**src/rtl/serial_logic_unit_pkg.sv**
```systemverilog
// Shared types and helpers for serial_logic_unit: op encoding, FSM states and
// the counter-width function.
package serial_logic_unit_pkg;

  typedef enum logic [1:0] {
    OP_AND = 2'b00,
    OP_OR  = 2'b01,
    OP_XOR = 2'b10,
    OP_ADD = 2'b11
  } op_t;

  typedef enum logic [1:0] {
    ST_IDLE = 2'b00,
    ST_RUN  = 2'b01,
    ST_DONE = 2'b10
  } state_t;

  // A single-chunk configuration still needs a 1-bit counter.
  function automatic int count_width(input int width, input int bits_per_cycle);
    int n;
    n = width / bits_per_cycle;
    return (n < 2) ? 1 : $clog2(n);
  endfunction

endpackage

```
**src/rtl/serial_logic_unit_bit_slice.sv**
```systemverilog
// One-bit combinational logic/adder cell; op 11 is a full adder when
// SERIAL_LOGIC_UNIT_ADD_EN is defined and NAND otherwise.
import serial_logic_unit_pkg::*;

module bit_slice (
  input  logic a,
  input  logic b,
  input  logic cin,
  input  op_t  op,
  output logic y,
  output logic cout
);

`ifndef SERIAL_LOGIC_UNIT_ADD_EN
  logic unused_cin;
  assign unused_cin = cin;
`endif

  always_comb begin
    y    = 1'b0;
    cout = 1'b0;
    case (op)
      OP_AND: y = a & b;
      OP_OR:  y = a | b;
      OP_XOR: y = a ^ b;
      OP_ADD: begin
`ifdef SERIAL_LOGIC_UNIT_ADD_EN
        y    = a ^ b ^ cin;
        cout = (a & b) | (cin & (a ^ b));
`else
        y    = ~(a & b);
`endif
      end
      default: y = 1'b0;
    endcase
  end

endmodule

```
**src/rtl/serial_logic_unit.sv**
```systemverilog
// Multi-cycle bit-serial AND/OR/XOR/ADD unit with start/done handshake.
// Define SERIAL_LOGIC_UNIT_ADD_EN to build op 11 as ADD (otherwise NAND, carry=0).
import serial_logic_unit_pkg::*;

module serial_logic_unit #(
  parameter int WIDTH          = 16,
  parameter int BITS_PER_CYCLE = 1
) (
  input  logic             clk,
  input  logic             rst,
  input  logic             start,
  input  logic [1:0]       op,
  input  logic [WIDTH-1:0] a,
  input  logic [WIDTH-1:0] b,
  output logic             busy,
  output logic             done,
  output logic [WIDTH-1:0] y,
  output logic             carry
);

  localparam int N  = WIDTH / BITS_PER_CYCLE;
  localparam int CW = count_width(WIDTH, BITS_PER_CYCLE);
  localparam logic [CW-1:0] LAST = CW'(N - 1);

  state_t                    state_q;
  op_t                       op_q;
  logic [CW-1:0]             count_q;
  logic [WIDTH-1:0]          a_sr;
  logic [WIDTH-1:0]          b_sr;
  logic [WIDTH-1:0]          res_sr;
  logic [WIDTH-1:0]          res_next;
  logic [BITS_PER_CYCLE-1:0] chunk;
  logic [BITS_PER_CYCLE:0]   c;
  logic                      carry_q;

`ifdef SERIAL_LOGIC_UNIT_ADD_EN
  assign c[0] = carry_q;
`else
  // Without ADD the chain only ever carries zero; the carry flop is dropped.
  assign c[0] = 1'b0;
  assign carry_q = 1'b0;
  logic unused_chain;
  assign unused_chain = c[BITS_PER_CYCLE];
`endif

  for (genvar i = 0; i < BITS_PER_CYCLE; i++) begin : g_slice
    bit_slice u_slice (
      .a    (a_sr[i]),
      .b    (b_sr[i]),
      .cin  (c[i]),
      .op   (op_q),
      .y    (chunk[i]),
      .cout (c[i+1])
    );
  end

  // New chunk enters at the MSB end so the first chunk lands at bit 0 after N shifts.
  assign res_next = (res_sr >> BITS_PER_CYCLE) | (WIDTH'(chunk) << (WIDTH - BITS_PER_CYCLE));

  assign busy = (state_q == ST_RUN);
  assign done = (state_q == ST_DONE);

  always_ff @(posedge clk or posedge rst) begin
    if (rst) begin
      state_q <= ST_IDLE;
      op_q    <= OP_AND;
      count_q <= '0;
      a_sr    <= '0;
      b_sr    <= '0;
      res_sr  <= '0;
      y       <= '0;
      carry   <= 1'b0;
`ifdef SERIAL_LOGIC_UNIT_ADD_EN
      carry_q <= 1'b0;
`endif
    end else begin
      case (state_q)
        ST_IDLE, ST_DONE: begin
          if (start) begin
            a_sr    <= a;
            b_sr    <= b;
            op_q    <= op_t'(op);
            count_q <= '0;
            res_sr  <= '0;
`ifdef SERIAL_LOGIC_UNIT_ADD_EN
            carry_q <= 1'b0;
`endif
            state_q <= ST_RUN;
          end else begin
            state_q <= ST_IDLE;
          end
        end
        ST_RUN: begin
          a_sr    <= a_sr >> BITS_PER_CYCLE;
          b_sr    <= b_sr >> BITS_PER_CYCLE;
          res_sr  <= res_next;
          count_q <= count_q + CW'(1);
`ifdef SERIAL_LOGIC_UNIT_ADD_EN
          carry_q <= c[BITS_PER_CYCLE];
`endif
          if (count_q == LAST) begin
            y       <= res_next;
`ifdef SERIAL_LOGIC_UNIT_ADD_EN
            carry   <= (op_q == OP_ADD) ? c[BITS_PER_CYCLE] : 1'b0;
`else
            carry   <= 1'b0;
`endif
            state_q <= ST_DONE;
          end
        end
        default: state_q <= ST_IDLE;
      endcase
    end
  end

endmodule

```
**config.mk**
```make
export PLATFORM = sky130hd
export DESIGN_NAME = serial_logic_unit
export DESIGN_NICKNAME = d
export VERILOG_FILES = /design/src/rtl/serial_logic_unit_pkg.sv /design/src/rtl/serial_logic_unit_bit_slice.sv /design/src/rtl/serial_logic_unit.sv
export SDC_FILE = /design/constraint.sdc
export NUM_CORES = 1
export LEC_CHECK = 0
export ABC_AREA = 1
export BUFFER_PORTS_ARGS = -buffer_cell sky130_fd_sc_hd__buf_2
export CAP_MARGIN = 10
export CORE_ASPECT_RATIO = 1.25
export CORE_MARGIN = 5
export CORE_UTILIZATION = 54
export CTS_CLUSTER_DIAMETER = 80
export DETAILED_ROUTE_END_ITERATION = 8
export GPL_TIMING_DRIVEN = 0
export PLACE_DENSITY_LB_ADDON = 0.3
export SYNTH_ARGS = -nofsm -noshare
export SYNTH_HDL_FRONTEND = slang
export SYNTH_SLANG_ARGS = --single-unit
export TNS_END_PERCENT = 100
```
**constraint.sdc**
```tcl
create_clock -name clk -period 2.4 [get_ports clk]
set_input_delay 0.24 -clock clk [delete_from_list [all_inputs] [get_ports clk]]
set_output_delay 0.24 -clock clk [all_outputs]
set_load 0.02 [all_outputs]
```
==> impl_metrics.ini, run 1 <==
[clocking]
post_cts_buffers = 0
cts_root_buf = clkbuf_8
clockBufferDepth = 2
cts_resized = 0
clkTransAtPathRegs_ns = 0.08
h-tree-depth = 3
hold_buffers = 0
numCtsBuffers = 9
cts_tree = done
cts.sinks = 71
clock_latency_ns = 0.36

[floorplan]
die_w_um = 76.2
rows = 30
core_area_um2 = 5370
io_pins = 56
dieArea_um2 = 7060
start_util = 0.551
die_y_um = 92.7

[sta]
period_needed_ns = 1.73
period_share = 0.720
fmax_mhz = 579
slew_violations = 0
final.setup_skew_ns = 0.00827
rsz0062_at_grt = no
worstMarginPinSlew_ns = 0.847
hold_viol_final = 0
finalSetupViolations = 0
slew_headroom = 0.435

[setup_path]
critical_path.max_fanout = 10
crit_top_cell = buf_2
ff2ff_setup_slack_ns = 1.03
critPathBufInv = 4
critPathKind = reg2out
r2r_cells = 8
r2r_start = count_q[0]
crit_required_ns = 2.16
startpoint_type = register
cp.arrival_ns = 1.49
worstPathCellList = inv_1, nand2_4, inv_4, buf_2, buf_2
crit_family = buffers and inverters
r2r_end = y[9]
crit_slowest_cell = dfrtp_1
end_kind = output pin
slowest_delay_ns = 0.36

[yosys]
ys_warn_count = 0
synth_top_area_share = 0.601
netlist_top_cells_area = dfrtp_1 (60%), nand2_1 (17%), nand3_1 (6.1%)
synth_seq_area_share = 0.601
ys_ff_latch = 71
synth_fp_nets = 368
avgSynthCellArea_um2 = 9.01
synth_area_leader_cell = dfrtp_1
syn_area_um2 = 2960
ys_types = 21
synthCells = 328

[route]
drt-vias-per-instance = 4.98
drcViolationCount = 0
dr.first_iter.drc_count = 91
vias = 2303
wl_um = 5700
wl_per_cell_um = 12.3
drt_pre_antenna_iters = 4
detail-route-antenna-nets = 0

[power_and_ir_drop]
power_density_nw_per_um2 = 1320
peakVddDrop_uv = 734
p_leak_nw = 1.83

[run]
maxCapViolCount = 0

[placed_design]
dp_cells = 446
globalplace.congestion = 0.787
placed_cell_area_um2 = 3310
portBuffers = 54
hpwl_um = 4060

[layout]
final_common_cell = nand2_1
instances_no_fill = 462
nets = 433
fin_util = 0.653
syn_to_final_growth_pct = 18.6
layout_common_cells = nand2_1 (133), dfrtp_1 (71), buf_2 (62)
layout-drive-gt1-share = 0.246
antenna_cells = 0
final_area_um2 = 3510

[grt]
grt_pass1_vias = 2409
grt_max_degree = 72
antenna_found_initial = 0
grt_first_pass_wirelength_um = 10400
grt_remaining_overflow = 0
grtUsageTotal = 0.180

[status]
outcome = complete, no violations

[worst_hold_path]
holdCritPathClass = in2async
## Yosys cell counts (all sizes together)
| master | number |
|---|---|
| clkbuf | 1 |
| nand3 | 36 |
| nor2 | 4 |
| o21ai | 20 |
| dfrtp | 71 |
| a21oi | 1 |
| nand2 | 137 |
| o22ai | 12 |
| ha | 3 |
| conb | 1 |
| inv | 27 |
| buf | 14 |
| xnor2 | 1 |
## power by group
group | switching (mW) | total [mW] | internal, mW
Clock | 0.470 | 0.951 | 0.481
Sequential | 0.275 | 2.01 | 1.74
Combinational | 1.03 | 1.65 | 0.618
Total | 1.78 | 4.61 | 2.83
## through the flow
step                      setup TNS (ns)  power (mW)  hold WS (ns)  setup WS [ns]
after floorplan                        0        3.23         0.357          0.363
after global placement            -31.98        3.64         0.444         -0.452
after detailed placement               0        3.71         0.445           1.03
after CTS                              0        4.66        0.0839          0.666
after global routing                   0        5.00        0.0919          0.569
final                                  0        4.61        0.0419          0.673
## state kept, by name (all words and copies together) (netlist names)
register and count:
b_sr 16, y 16, state_q 2, a_sr 16, res_sr 15, count_q 4, op_q 2
## routing by layer
metal | share of wire | up-vias | track usage | routed length (µm)
met5 | 0 | - | 0 | 0
met4 | 0.022 | 0 | 0.0875 | 128
met3 | 0.061 | 13 | 0.0535 | 346
met2 | 0.50 | 51 | 0.311 | 2840
met1 | 0.42 | 1070 | 0.202 | 2380
li1 | - | 1169 | - | -
## layout make-up
class                      count  area, µm²
buffer                        15       96.3
clock buffer                   9        124
clock inverter                 7       72.6
fill                         456       1860
inverter                      27        109
multi-input combinational    215        977
sequential                    71       1780
tap                           64       80.1
timing repair buffer          54        270
## worst max path at each step
stage	start	to	slack (ns)	cells after the start
3_3_place_gp	rst	state_q[0]	-0.45	2
3_5_place_dp	count_q[0]	y[6]	1.03	8
4_1_cts	state_q[1]	busy	0.67	5
6_report	state_q[1]	busy	0.67	5
5_1_grt	state_q[1]	busy	0.57	5
2_1_floorplan	rst	a_sr[0]	0.36	1
## cells by family after synthesis
logic type,share of synthesized area
compound gates,0.0686
xor+xnor,0.00296
fa+ha+maj,0.0127
buf+inv,0.0686
flops,0.601
other cells,0.00127
simple gates,0.245
No activity file was read; power rests on OpenSTA's default activity.
==> run 2: changes to the inputs <==
--- a/config.mk
+++ b/config.mk
@@ -10,7 +10,7 @@
 export CAP_MARGIN = 10
 export CORE_ASPECT_RATIO = 1.25
 export CORE_MARGIN = 5
-export CORE_UTILIZATION = 54
+export CORE_UTILIZATION = 49
 export CTS_CLUSTER_DIAMETER = 80
 export DETAILED_ROUTE_END_ITERATION = 8
 export GPL_TIMING_DRIVEN = 0
==> constraint.sdc (replaced) <==
create_clock -name clk -period 1.5 [get_ports clk]
set_input_delay 0.15 -clock clk [delete_from_list [all_inputs] [get_ports clk]]
set_output_delay 0.15 -clock clk [all_outputs]
set_load 0.02 [all_outputs]
==> run 2 against run 1 <==
Net effect:
- final area grew 3.1%
- via count up 3.1%
- routed wire length increased by 6.1%
- register-to-register slack got worse by 0.91 ns
- hold slack got worse by 0.034 ns
- global-route usage is 1.1 points lower
- highest routed layer unchanged
- non-clock buffer count grew 4
- clock power grew 96%
- die area is 9.0% higher
- clock-buffer cell count increased by 1
- combinational power rose by 62%
==> impl_metrics.ini, run 2 (same netlist as run 1, synthesis figures left out) <==
[placed_design]
portBuffers = 54
placed_cell_area_um2 = 3330
dp_cells = 449
globalplace.congestion = 0.760
hpwl_um = 4210

[sta]
worstMarginPinSlew_ns = 0.759
final.setup_skew_ns = 0.00531
slew_headroom = 0.493
hold_viol_final = 0
rsz0062_at_grt = no
slew_violations = 0
finalSetupViolations = 0
period_needed_ns = 1.42
fmax_mhz = 703
fin_tns_setup_ns = 0
period_share = 0.948

[grt]
grtUsageTotal = 0.169
grt_remaining_overflow = 0
grt_first_pass_wirelength_um = 10100
grt_pass1_vias = 2334
grt_max_degree = 38
antenna_found_initial = 0

[layout]
layout_common_cells = nand2_1 (133), dfrtp_1 (71), buf_2 (61)
final_common_cell = nand2_1
nets = 437
final_area_um2 = 3620
fin_util = 0.622
top_regs = a_sr x16, b_sr x16, y x16
antenna_cells = 0
fillers = 496
layout-drive-gt1-share = 0.244
syn_to_final_growth_pct = 22.3
instances_no_fill = 468

[setup_path]
r2r_start = count_q[0]
end_kind = output pin
cp.arrival_ns = 1.27
worstPathCellList = inv_1, nand2_4, inv_6, buf_2
slowest_delay_ns = 0.36
startpoint_type = register
r2r_cells = 8
r2r_end = y[6]
crit_end = busy
critPathKind = reg2out
critPathLaunch = state_q[1]
critical_path.max_fanout = 18
crit_required_ns = 1.35
crit_slowest_cell = dfrtp_1
ff2ff_setup_slack_ns = 0.12

[route]
drcViolationCount = 0
wl_um = 6040
drt-vias-per-instance = 5.07
dr.first_iter.drc_count = 118
vias = 2375
detail-route-antenna-nets = 0
wl_per_cell_um = 12.9
drt_pre_antenna_iters = 4

[floorplan]
rows = 31
start_util = 0.508
dieArea_um2 = 7700
die_y_um = 96.8
die_w_um = 79.5
core_area_um2 = 5820
io_pins = 56

[power_and_ir_drop]
power_density_nw_per_um2 = 2140
p_int_mw = 4.92
peakVddDrop_uv = 917
clockPowerShare = 0.240
power_switching_mw = 2.83
design_power_total_mw = 7.75
p_comb_frac = 0.346
netSwitchingFraction = 0.365
p_leak_nw = 1.88
p_seq_frac = 0.415

[clocking]
clockBufferDepth = 2
cts_tree = done
clock_latency_ns = 0.35
h-tree-depth = 3
cts.sinks = 71
cts_root_buf = clkbuf_8
clkTransAtPathRegs_ns = 0.07
numCtsBuffers = 9

[worst_hold_path]
holdCritPathClass = in2reg

[status]
outcome = complete, no violations

[run]
maxCapViolCount = 0
[run 2: final cells by class]
cell class              count  area [µm²]  share of cell area
clock buffers              10         138              0.0381
clock inverters             6         108              0.0298
flip-flops and latches     71        1780               0.491
multi-input cells         215         977               0.270
repair buffers             59         330              0.0913
inverters                  27         113              0.0311
well taps                  66        82.6              0.0228
plain buffers              14        91.3              0.0253
[run 2: worst min-delay path by stage]
| stage | startpoint | to | slack, ns | depth (start not counted) |
|---|---|---|---|---|
| floorplan | a[15] | a_sr[15] | 0.27 | 2 |
| finish | b[9] | b_sr[9] | 0.008 | 3 |
| global placement | a[15] | a_sr[15] | 0.36 | 3 |
| detailed placement | rst | state_q[1] | 0.32 | 2 |
| global route | b[3] | b_sr[3] | 0.002 | 3 |
| CTS | b[9] | b_sr[9] | 0.004 | 3 |
[run 2: through the flow]
| step | hold WS [ns] | setup slack (ns) |
|---|---|---|
| CTS | 0.00379 | 0.0209 |
| global placement | 0.358 | 0.0674 |
| detailed placement | 0.320 | 0.133 |
| floorplan | 0.267 | 0.262 |
| finish | 0.00817 | 0.0777 |
| global route | 0.00242 | 0.00744 |
[run 2: power by group through the flow]
stage / registers [mW] / logic, mW / clock network (mW)
2_1_floorplan: 3.44 / 1.72 / 0
3_3_place_gp: 3.21 / 2.62 / 0
3_5_place_dp: 3.25 / 2.71 / 0
4_1_cts: 3.22 / 2.72 / 1.88
5_1_grt: 3.32 / 3.04 / 1.96
6_report: 3.21 / 2.68 / 1.86
[run 2: routing by layer]
layer / track usage / vias up / part of all wire
met5: 0 / - / 0
met4: 0.0913 / 0 / 0.026
met3: 0.0418 / 13 / 0.053
met2: 0.284 / 55 / 0.50
met1: 0.193 / 1133 / 0.42
li1: - / 1174 / -
[run 2: critical path: cells and delay by family, from the launching register on]
family	cells	cell delay, ns
flip-flops	1	0.36
buffers and inverters	3	0.45
AND/OR/NAND/NOR	1	0.11
[run 2: timing repair]
action                     in CTS  in global routing
gates cloned                    0                  0
gates resized for setup         0                  1
setup buffers                   0                  0
hold buffers                    4                  0
hold endpoints to repair       37                  0
setup endpoints to repair       1                  1
